[src/rtl/traffic_pkg.sv]
// traffic_pkg: shared types for the intersection phase scheduler.
//   phase_e  - 3-bit phase codes driven on the scheduler's phase output.
//   lamp_t   - one street's red/yellow/green triple.
//   lamps_t  - full lamp bundle (both streets plus the walk lamp).
//   decode_lamps() - Moore lamp decode from a phase code.
//   max2()   - elaboration-time helper for sizing the phase counter.
package traffic_pkg;

    typedef enum logic [2:0] {
        A_GRN    = 3'd0,
        A_YEL    = 3'd1,
        AR_AB    = 3'd2,
        B_GRN    = 3'd3,
        B_YEL    = 3'd4,
        AR_BA    = 3'd5,
        PED_WALK = 3'd6
    } phase_e;

    typedef struct packed {
        logic r;
        logic y;
        logic g;
    } lamp_t;

    typedef struct packed {
        lamp_t a;
        lamp_t b;
        logic  walk;
    } lamps_t;

    function automatic int unsigned max2(input int unsigned x, input int unsigned y);
        return (x > y) ? x : y;
    endfunction

    // Unused phase codes fall back to all-red so a corrupted state never shows green.
    function automatic lamps_t decode_lamps(input phase_e p);
        lamps_t l;
        l.a    = '{r: 1'b1, y: 1'b0, g: 1'b0};
        l.b    = '{r: 1'b1, y: 1'b0, g: 1'b0};
        l.walk = 1'b0;
        case (p)
            A_GRN:    l.a = '{r: 1'b0, y: 1'b0, g: 1'b1};
            A_YEL:    l.a = '{r: 1'b0, y: 1'b1, g: 1'b0};
            B_GRN:    l.b = '{r: 1'b0, y: 1'b0, g: 1'b1};
            B_YEL:    l.b = '{r: 1'b0, y: 1'b1, g: 1'b0};
            PED_WALK: l.walk = 1'b1;
            default:  ;
        endcase
        return l;
    endfunction

endpackage

[src/rtl/traffic_phase_scheduler_phase_timer.sv]
// phase_timer: shared loadable phase timer (prescaler + down-counter).
//   clk      - clock
//   load     - restart: count <= load_val, prescaler <= 0, expired <= 0
//   load_val - duration minus one, in ticks
//   done     - one-cycle pulse on the tick where the count is already 0
//   expired  - sticky after done until the next load
// There is no separate reset: the owner asserts load during its reset, which
// puts every register into a defined state.
module phase_timer #(
    parameter int TICK_DIV = 4,
    parameter int CW       = 2
) (
    input  logic          clk,
    input  logic          load,
    input  logic [CW-1:0] load_val,
    output logic          done,
    output logic          expired
);

    localparam int PW = (TICK_DIV > 1) ? $clog2(TICK_DIV) : 1;

    logic [PW-1:0] presc_q, presc_d;
    logic [CW-1:0] cnt_q, cnt_d;
    logic          exp_q, exp_d;
    logic          tick;

    assign tick    = (presc_q == PW'(TICK_DIV - 1));
    assign done    = tick && (cnt_q == '0);
    assign expired = exp_q;

    always_comb begin
        presc_d = tick ? '0 : presc_q + PW'(1);
        cnt_d   = cnt_q;
        exp_d   = exp_q;
        if (tick) begin
            // At zero the count holds; later ticks only keep expired set.
            if (cnt_q == '0) exp_d = 1'b1;
            else             cnt_d = cnt_q - CW'(1);
        end
        if (load) begin
            presc_d = '0;
            cnt_d   = load_val;
            exp_d   = 1'b0;
        end
    end

    always_ff @(posedge clk) begin
        presc_q <= presc_d;
        cnt_q   <= cnt_d;
        exp_q   <= exp_d;
    end

endmodule

[src/rtl/traffic_phase_scheduler.sv]
// traffic_phase_scheduler: two-street intersection sequencer with a
// pedestrian phase, sharing one loadable phase timer across all phases.
//   clk, reset        - clock, synchronous active-high reset
//   sa, sb            - vehicle present on street A / B (level)
//   ped_req           - pedestrian button (pulse or level), latched internally
//   ra/ya/ga, rb/yb/gb- street lamps, Moore decode of the state register
//   walk              - pedestrian walk lamp
//   ped_ack           - one-cycle pulse on the first PED_WALK cycle
//   phase             - current phase code (traffic_pkg::phase_e)
module traffic_phase_scheduler
    import traffic_pkg::*;
#(
    parameter int TICK_DIV  = 1_000_000,
    parameter int G_MIN     = 6,
    parameter int Y_TIME    = 1,
    parameter int AR_TIME   = 1,
    parameter int WALK_TIME = 3
) (
    input  logic       clk,
    input  logic       reset,
    input  logic       sa,
    input  logic       sb,
    input  logic       ped_req,
    output logic       ra,
    output logic       ya,
    output logic       ga,
    output logic       rb,
    output logic       yb,
    output logic       gb,
    output logic       walk,
    output logic       ped_ack,
    output logic [2:0] phase
);

    localparam int unsigned MAXD = max2(max2(G_MIN, Y_TIME), max2(AR_TIME, WALK_TIME));
    localparam int CW = (MAXD > 1) ? $clog2(MAXD) : 1;

    phase_e        state_q, state_d;
    logic          ped_pending_q, ped_pending_d;
    logic          next_b_q, next_b_d;
    logic          ped_ack_q, ped_ack_d;
    logic          enter_walk;
    logic          tmr_load;
    logic [CW-1:0] tmr_val;
    logic [CW-1:0] dur_d;
    logic          tmr_done, tmr_expired;
    lamps_t        lamps;

    phase_timer #(
        .TICK_DIV (TICK_DIV),
        .CW       (CW)
    ) u_timer (
        .clk      (clk),
        .load     (tmr_load),
        .load_val (tmr_val),
        .done     (tmr_done),
        .expired  (tmr_expired)
    );

    // Next-state and demand bookkeeping.
    always_comb begin
        state_d  = state_q;
        next_b_d = next_b_q;
        case (state_q)
            // Greens rest indefinitely without cross-street or pedestrian demand;
            // expired covers demand that shows up after the minimum green.
            A_GRN: if ((tmr_done || tmr_expired) && (sb || ped_pending_q)) state_d = A_YEL;
            A_YEL: if (tmr_done) state_d = AR_AB;
            AR_AB: if (tmr_done) begin
                if (ped_pending_q) begin
                    state_d  = PED_WALK;
                    next_b_d = 1'b1;
                end else begin
                    state_d  = B_GRN;
                end
            end
            B_GRN: if ((tmr_done || tmr_expired) && (sa || ped_pending_q)) state_d = B_YEL;
            B_YEL: if (tmr_done) state_d = AR_BA;
            AR_BA: if (tmr_done) begin
                if (ped_pending_q) begin
                    state_d  = PED_WALK;
                    next_b_d = 1'b0;
                end else begin
                    state_d  = A_GRN;
                end
            end
            PED_WALK: if (tmr_done) state_d = next_b_q ? B_GRN : A_GRN;
            default:  state_d = A_GRN;
        endcase

        enter_walk = (state_d == PED_WALK) && (state_q != PED_WALK);
        // Requests made during the walk itself are dropped.
        ped_pending_d = enter_walk ? 1'b0
                                   : (ped_pending_q || (ped_req && (state_q != PED_WALK)));
        ped_ack_d = enter_walk;
    end

    // Duration (minus one) of the phase being entered.
    always_comb begin
        dur_d = CW'(G_MIN - 1);
        case (state_d)
            A_YEL, B_YEL: dur_d = CW'(Y_TIME - 1);
            AR_AB, AR_BA: dur_d = CW'(AR_TIME - 1);
            PED_WALK:     dur_d = CW'(WALK_TIME - 1);
            default:      dur_d = CW'(G_MIN - 1);
        endcase
    end

    // Every state change reloads the timer; reset loads the A green duration.
    assign tmr_load = reset || (state_d != state_q);
    assign tmr_val  = reset ? CW'(G_MIN - 1) : dur_d;

    always_ff @(posedge clk) begin
        if (reset) begin
            state_q       <= A_GRN;
            ped_pending_q <= 1'b0;
            next_b_q      <= 1'b0;
            ped_ack_q     <= 1'b0;
        end else begin
            state_q       <= state_d;
            ped_pending_q <= ped_pending_d;
            next_b_q      <= next_b_d;
            ped_ack_q     <= ped_ack_d;
        end
    end

    assign lamps   = decode_lamps(state_q);
    assign ra      = lamps.a.r;
    assign ya      = lamps.a.y;
    assign ga      = lamps.a.g;
    assign rb      = lamps.b.r;
    assign yb      = lamps.b.y;
    assign gb      = lamps.b.g;
    assign walk    = lamps.walk;
    assign ped_ack = ped_ack_q;
    assign phase   = state_q;

endmodule

[config.mk]
export PLATFORM = sky130hd
export DESIGN_NAME = traffic_phase_scheduler
export DESIGN_NICKNAME = d
export VERILOG_FILES = /design/src/rtl/traffic_pkg.sv /design/src/rtl/traffic_phase_scheduler_phase_timer.sv /design/src/rtl/traffic_phase_scheduler.sv
export SDC_FILE = /design/constraint.sdc
export NUM_CORES = 1
export LEC_CHECK = 0
export CORE_ASPECT_RATIO = 2
export CORE_MARGIN = 8
export CORE_UTILIZATION = 45
export CTS_CLUSTER_SIZE = 20
export DETAILED_ROUTE_END_ITERATION = 8
export PLACE_DENSITY = 0.74
export RECOVER_POWER = 50
export SLEW_MARGIN = 30
export SYNTH_ARGS = -nofsm -noshare
export SYNTH_HDL_FRONTEND = slang
export SYNTH_SLANG_ARGS = --single-unit
[constraint.sdc]
create_clock -name clk -period 2.2 [get_ports clk]
set_input_delay 0.66 -clock clk [delete_from_list [all_inputs] [get_ports clk]]
set_output_delay 0.66 -clock clk [all_outputs]
set_load 0.03 [all_outputs]
==> results.toml, run 1 <==
[route]
drt.antenna.violating_nets = 0
post_drt_wl_per_cell_um = 14.7
routed-via-count = 1663
drc = 0
wirelength_um = 4430
drtIter0Drc = 40
first_pass_iters = 4
via_per_inst = 5.51

[worst_hold_path]
hp-class = "reg2reg"

[clock_network]
cts_max_level = 2
path_clk_slew_ns = 0.06
cts_inserted_buffers = 5
cts_hold_buf = 0
insertion_delay_ns = 0.28
tritoncts = "built"
clockBufferDepth = 2
cts.sinks = 30
clockRootBuffer = "clkbuf_8"

[sta]
drv_slew = 0
final_hold_viol_count = 0
setup_viol = 28
tightest_slew_ns = 0.557
clock_skew_ns = 0.00681
rsz0062_at_grt = "true"
fmax_mhz = 423
post-route-period-util_pct = 107
worst_slack_ns = -0.163
fin_crit_ns = 2.36
relSlewSlack_pct = 62.7

[placement]
hpwl_um = 3350
numPortBuffers = 15
place.gp.congestion = 0.859
pre_cts_slack_ns = -0.350

[layout]
final_nets = 258
final_util_pct = 62.3
n_antenna_cell = 0
nFillCells = 352
area_growth_pct = 33.1
layout-drive-gt1-share_pct = 35.1

[yosys]
async_flop_share_pct = 0
synthFlopType = "dfxtp_1"
synthAdderAreaFrac_pct = 2.07
synth_edf_count = 3
yosysWarnings = 0
syn_area_sq_um = 1820
syn_inst = 202
synth_area_per_cell_sq_um = 8.99
synth_fp_nets = 210
yosysSeqAreaShare_pct = 34.7
synth-simple-area-share_pct = 36.0
muxShareOfSynthArea_pct = 1.93
synth_top_family_by_area = "simple AND/OR/NAND/NOR gates"
yosys.cell_types.count = 48
synth_compound_area_share_pct = 12.1
synth-xor-area-share_pct = 8.68
ys_seq_elements = 30

[worst_setup_path]
cp-start-kind = "flip-flop"
worst-setup-path-type = "reg2reg"
critPathLaunch = "u_timer.presc_q[10]$_SDFF_PP0_"
rrSetupSlack_ns = -0.16
crit_path_end = "u_timer.cnt_q[1]$_DFFE_PP_"
cp.depth = 6
rr_endpoint = "u_timer.cnt_q[1]$_DFFE_PP_"
crit_family = "simple AND/OR/NAND/NOR gates"
critPathArrivalTime_ns = 2.35
cp_cell_sequence = "or4_4 -> or3_4 -> nor2_4 -> mux2_4 -> nand4b_4 -> a21o_1"
path_max_fanout = 4
worstPathRequired_ns = 2.18
critPathBufInv = 0
reg2reg_depth = 6
slowest_stage = "or4_4"
reg2reg_from = "u_timer.presc_q[10]$_SDFF_PP0_"
crit_path_max_incr_delay_ns = 0.54
endpoint_kind = "flip-flop"

[global_routing]
grt_pass1_vias = 1705
grt_pass1_wl_um = 7420
grt_start_max_net_pins = 17
antenna_found_initial = 0
overflow = 0
grt_usage_pct = 14.9

[floorplanning]
ios = 16
die_w_um = 60.9
dieArea_sq_um = 6450
num_rows = 32
die_h_um = 106
start_util_pct = 46.8
core_area_sq_um = 3880

[run_status]
status = "finished with violations"
violations = "negative setup slack"

[power]
total_power_w = 0.00122
cellLeakagePower_nw = 0.963
power_density_nw_per_um2 = 506
ir_worst_vdd_mv = 0.443

[flow_run]
maxCapViolations = 0
per-stage QoR:
stage | area, sq um | hold slack, ns | TNS [ns] | cells
detailed placement | 2240 | 0.485 | -8.61 | 291
floorplan | 1840 | 0.454 | -0.857 | 202
global placement | 2240 | 0.462 | -7.04 | 291
CTS | 2400 | 0.500 | -1.35 | 301
finish | 2420 | 0.505 | -1.93 | 302
global route | 2420 | 0.522 | -4.46 | 302
state kept, by name, summed over array words and instances (netlist names):
name	cells
ped_ack	1
ped_pending_q	1
phase	3
u_timer.presc_q	20
u_timer.expired	1
u_timer.cnt_q	3
next_b_q	1
synth_stat cells (4+ instances only):
| cell type | n | share of area, % |
|---|---|---|
| dfxtp_1 | 27 | 30 |
| nor2_1 | 18 | 3.7 |
| nor3_2 | 18 | 9.9 |
| xor2_1 | 13 | 6.3 |
| nand2_1 | 11 | 2.3 |
| clkbuf_1 | 8 | 1.7 |
| inv_1 | 7 | 1.4 |
| nand3_1 | 7 | 1.9 |
| nand4_1 | 7 | 2.4 |
| nor3_1 | 7 | 1.9 |
| a21oi_1 | 6 | 1.7 |
| a31oi_1 | 6 | 2.1 |
| nor2b_1 | 6 | 2.1 |
| and3_1 | 5 | 1.7 |
| xnor2_1 | 5 | 2.4 |
| o21ai_0 | 4 | 1.1 |
layout make-up:
cell class	count	area (sq um)	area share, %
Clock buffer	7	86.3	3.57
Clock inverter	1	5.00	0.207
Inverter	7	26.3	1.09
Multi-Input combinational cell	154	1180	48.9
Sequential cell	30	633	26.2
Tap cell	51	63.8	2.64
Timing Repair Buffer	52	420	17.4
worst min-delay path, cell delays in order (launching register included):
cell	delay, ns
dfxtp_1	0.32
nand2_1	0.06
a211oi_1	0.07
worst min path at each step:
stage | to | depth (start not counted) | slack, ns | from
after floorplan | u_timer.presc_q[0]$_SDFF_PP0_ | 1 | 0.45 | u_timer.presc_q[0]$_SDFF_PP0_
after global placement | next_b_q$_SDFFE_PP0P_ | 2 | 0.46 | next_b_q$_SDFFE_PP0P_
after detailed placement | next_b_q$_SDFFE_PP0P_ | 2 | 0.48 | next_b_q$_SDFFE_PP0P_
after CTS | next_b_q$_SDFFE_PP0P_ | 2 | 0.50 | next_b_q$_SDFFE_PP0P_
after global routing | next_b_q$_SDFFE_PP0P_ | 2 | 0.52 | next_b_q$_SDFFE_PP0P_
final | next_b_q$_SDFFE_PP0P_ | 2 | 0.51 | next_b_q$_SDFFE_PP0P_
where the power goes:
part,switching (W),internal (W)
sequential,0.0000151,0.000565
clock,0.000194,0.000252
combinational,0.000110,0.0000866
logic make-up (layout without fill, tap and decap cells):
| family | Yosys count | in the layout |
|---|---|---|
| DFF | 30 | 30 |
| xor gates and xnor gates | 18 | 18 |
| adders and majority gates | 3 | 3 |
| buffers and inverters | 18 | 67 |
| AOI/OAI and AO/OA | 32 | 32 |
| and+or+nand+nor | 98 | 98 |
| muxes | 3 | 3 |
cell usage in the layout, fill, tap and decap left out, drive strengths merged, types with 3 or more instances in the layout:
cell           Yosys  routed
a21oi              6       6
dfxtp             27      27
or2                3       3
dlygate4sd2        0       5
nand4              7       7
a32oi              3       3
xnor2              5       5
o21ai              4       4
nand2             11      11
buf                3      38
clkbuf             8       9
nor2b              6       6
and3               5       5
nor2              19      19
inv                7       7
clkdlybuf4s50      0       6
and2               3       3
xor2              13      13
nor3              25      25
a31oi              6       6
ha                 3       3
edfxtp             3       3
nand3              7       7
metal layers:
| metal | vias up | routed length, um | global-route usage (%) |
|---|---|---|---|
| met5 | - | 0 | 0 |
| met4 | 0 | 207 | 9.08 |
| met3 | 15 | 183 | 3.05 |
| met2 | 36 | 2550 | 28.3 |
| met1 | 786 | 1490 | 13.0 |
| li1 | 826 | - | - |
repair_timing:
item / in CTS / in global routing
resized for setup: 19 / 5
pin swaps: 8 / 3
setup endpoints to repair: 32 / 30
gates cloned: 0 / 0
setup buffers: 3 / 1
(Power assumes the default switching activity.)
==> run 2: changes to the inputs <==
==> constraint.sdc (replaced) <==
create_clock -name clk -period 2.2 [get_ports clk]
set_input_delay 0.66 -clock clk [delete_from_list [all_inputs] [get_ports clk]]
set_output_delay 0.66 -clock clk [all_outputs]
set_load 0.01 [all_outputs]
==> run 2 against run 1 <==
Compared with the run above:
- the flow still finishes with violations (negative setup slack)
- sequential cell count unchanged
- core utilization grew 1.1 points
- worst setup slack gained 0.041 ns
- critical path depth stayed put
- final cell count decreased by 2.0%
- clock skew rose by 0.0044 ns
- total power up 0.38%
==> results.toml, run 2 (same netlist as run 1, synthesis figures left out) <==
[route]
drtIter0Drc = 51
drt.antenna.violating_nets = 0
met3WireLength_um = 175
dr.max_layer_used = "met4"
routed-via-count = 1664
wl_met2_um = 2720
met1Wirelength_um = 1570
first_pass_iters = 5
wirelength_um = 4650
via_per_inst = 5.62
drc = 0
post_drt_wl_per_cell_um = 15.7

[sta]
rsz0062_at_grt = "true"
final_hold_viol_count = 0
setup_viol = 28
tightest_slew_ns = 0.438
worst_slack_ns = -0.122
fin_crit_ns = 2.32
whs_ns = 0.497
clock_skew_ns = 0.0112
fmax_mhz = 431
post-route-period-util_pct = 106
relSlewSlack_pct = 70.8
drv_slew = 0
tns_ns = -1.36

[clock_network]
cts.sinks = 30
tritoncts = "built"
insertion_delay_ns = 0.29
clockBufferDepth = 2
clockRootBuffer = "clkbuf_8"
path_clk_slew_ns = 0.07
cts_hold_buf = 0
cts_inserted_buffers = 5
cts_max_level = 2

[floorplanning]
die_w_um = 60.9
num_rows = 32
ios = 16
start_util_pct = 46.8
die_h_um = 106
dieArea_sq_um = 6450
core_area_sq_um = 3880

[layout]
n_antenna_cell = 0
largest_reg_flops = 20
layout-drive-gt1-share_pct = 36.7
final_nets = 252
final_cell_area_sq_um = 2460
area_growth_pct = 35.5
layout_commonest_cell = "buf_4"
final_cell_mix = "28 x buf_4, 23 x dfxtp_1, 22 x nor3_2"
largest-register = "u_timer.presc_q"

[global_routing]
overflow = 0
grt_start_max_net_pins = 22
grt_pass1_wl_um = 7480
grt_usage_pct = 15.2
grt_pass1_vias = 1652
antenna_found_initial = 0

[worst_setup_path]
critPathArrivalTime_ns = 2.45
worstPathRequired_ns = 2.33
worst-setup-path-type = "reg2reg"
path_max_fanout = 4
rrSetupSlack_ns = -0.12
cp-start-kind = "flip-flop"
endpoint_kind = "flip-flop"

[placement]
hpwl_um = 3260
place.gp.congestion = 0.877
place_area_sq_um = 2190
numPortBuffers = 15

[power]
ir_worst_vdd_mv = 0.467
cellLeakagePower_nw = 0.931
total_power_w = 0.00123
power_density_nw_per_um2 = 499

[worst_hold_path]
hp-class = "reg2reg"

[run_status]
status = "finished with violations"
violations = "negative setup slack"

[flow_run]
maxCapViolations = 0
run 2: stage by stage:
stage	cells	util [%]	setup slack (ns)
global route	296	63.4	-0.183
finish	296	63.4	-0.122
floorplan	202	-	-0.221
CTS	292	61.2	-0.0964
detailed placement	283	56.5	-0.333
global placement	283	56.5	-0.288
run 2: path summary, 6_finish.rpt:
check	endpoint	startpoint	depth (start not counted)
worst max register to register	u_timer.cnt_q[2]$_DFFE_PP_	u_timer.presc_q[10]$_SDFF_PP0_	6
worst min-delay path	next_b_q$_SDFFE_PP0P_	next_b_q$_SDFFE_PP0P_	2
worst max-delay path	u_timer.cnt_q[2]$_DFFE_PP_	u_timer.presc_q[10]$_SDFF_PP0_	6
worst min register to register	next_b_q$_SDFFE_PP0P_	next_b_q$_SDFFE_PP0P_	2
run 2: repair_timing:
action / 4_1_cts / 5_1_grt
pin swaps: 15 / 6
setup endpoints to repair: 35 / 30
resized for setup: 28 / 15
buffers inserted: 1 / 4
run 2: layout make-up:
cell class	instances	area, sq um
Clock buffer	6	82.6
Clock inverter	2	12.5
Fill cell	344	1420
Inverter	7	26.3
Multi-Input combinational cell	154	1230
Sequential cell	30	643
Tap cell	51	63.8
Timing Repair Buffer	46	399
run 2: critical path: stages (launching register included):
cell and delay, ns:
dfxtp_2 0.32, or4_4 0.53, or3_4 0.40, nor2_4 0.13
mux2_4 0.34, and4b_2 0.27, a32oi_1 0.17
run 2: routing by layer:
layer | up-vias | global-route usage (%)
li1 | 817 | -
met1 | 793 | 13.6
met2 | 39 | 27.9
met3 | 15 | 3.90
met4 | 0 | 9.24
met5 | - | 0
run 2: report_power, final:
group / switching (W) / total, W / internal (W) / leakage [nW]
Combinational: 0.0000952 / 0.000181 / 0.0000855 / 0.635
Sequential: 0.0000158 / 0.000580 / 0.000564 / 0.249
Clock: 0.000216 / 0.000467 / 0.000251 / 0.0472
Total: 0.000328 / 0.00123 / 0.000900 / 0.931
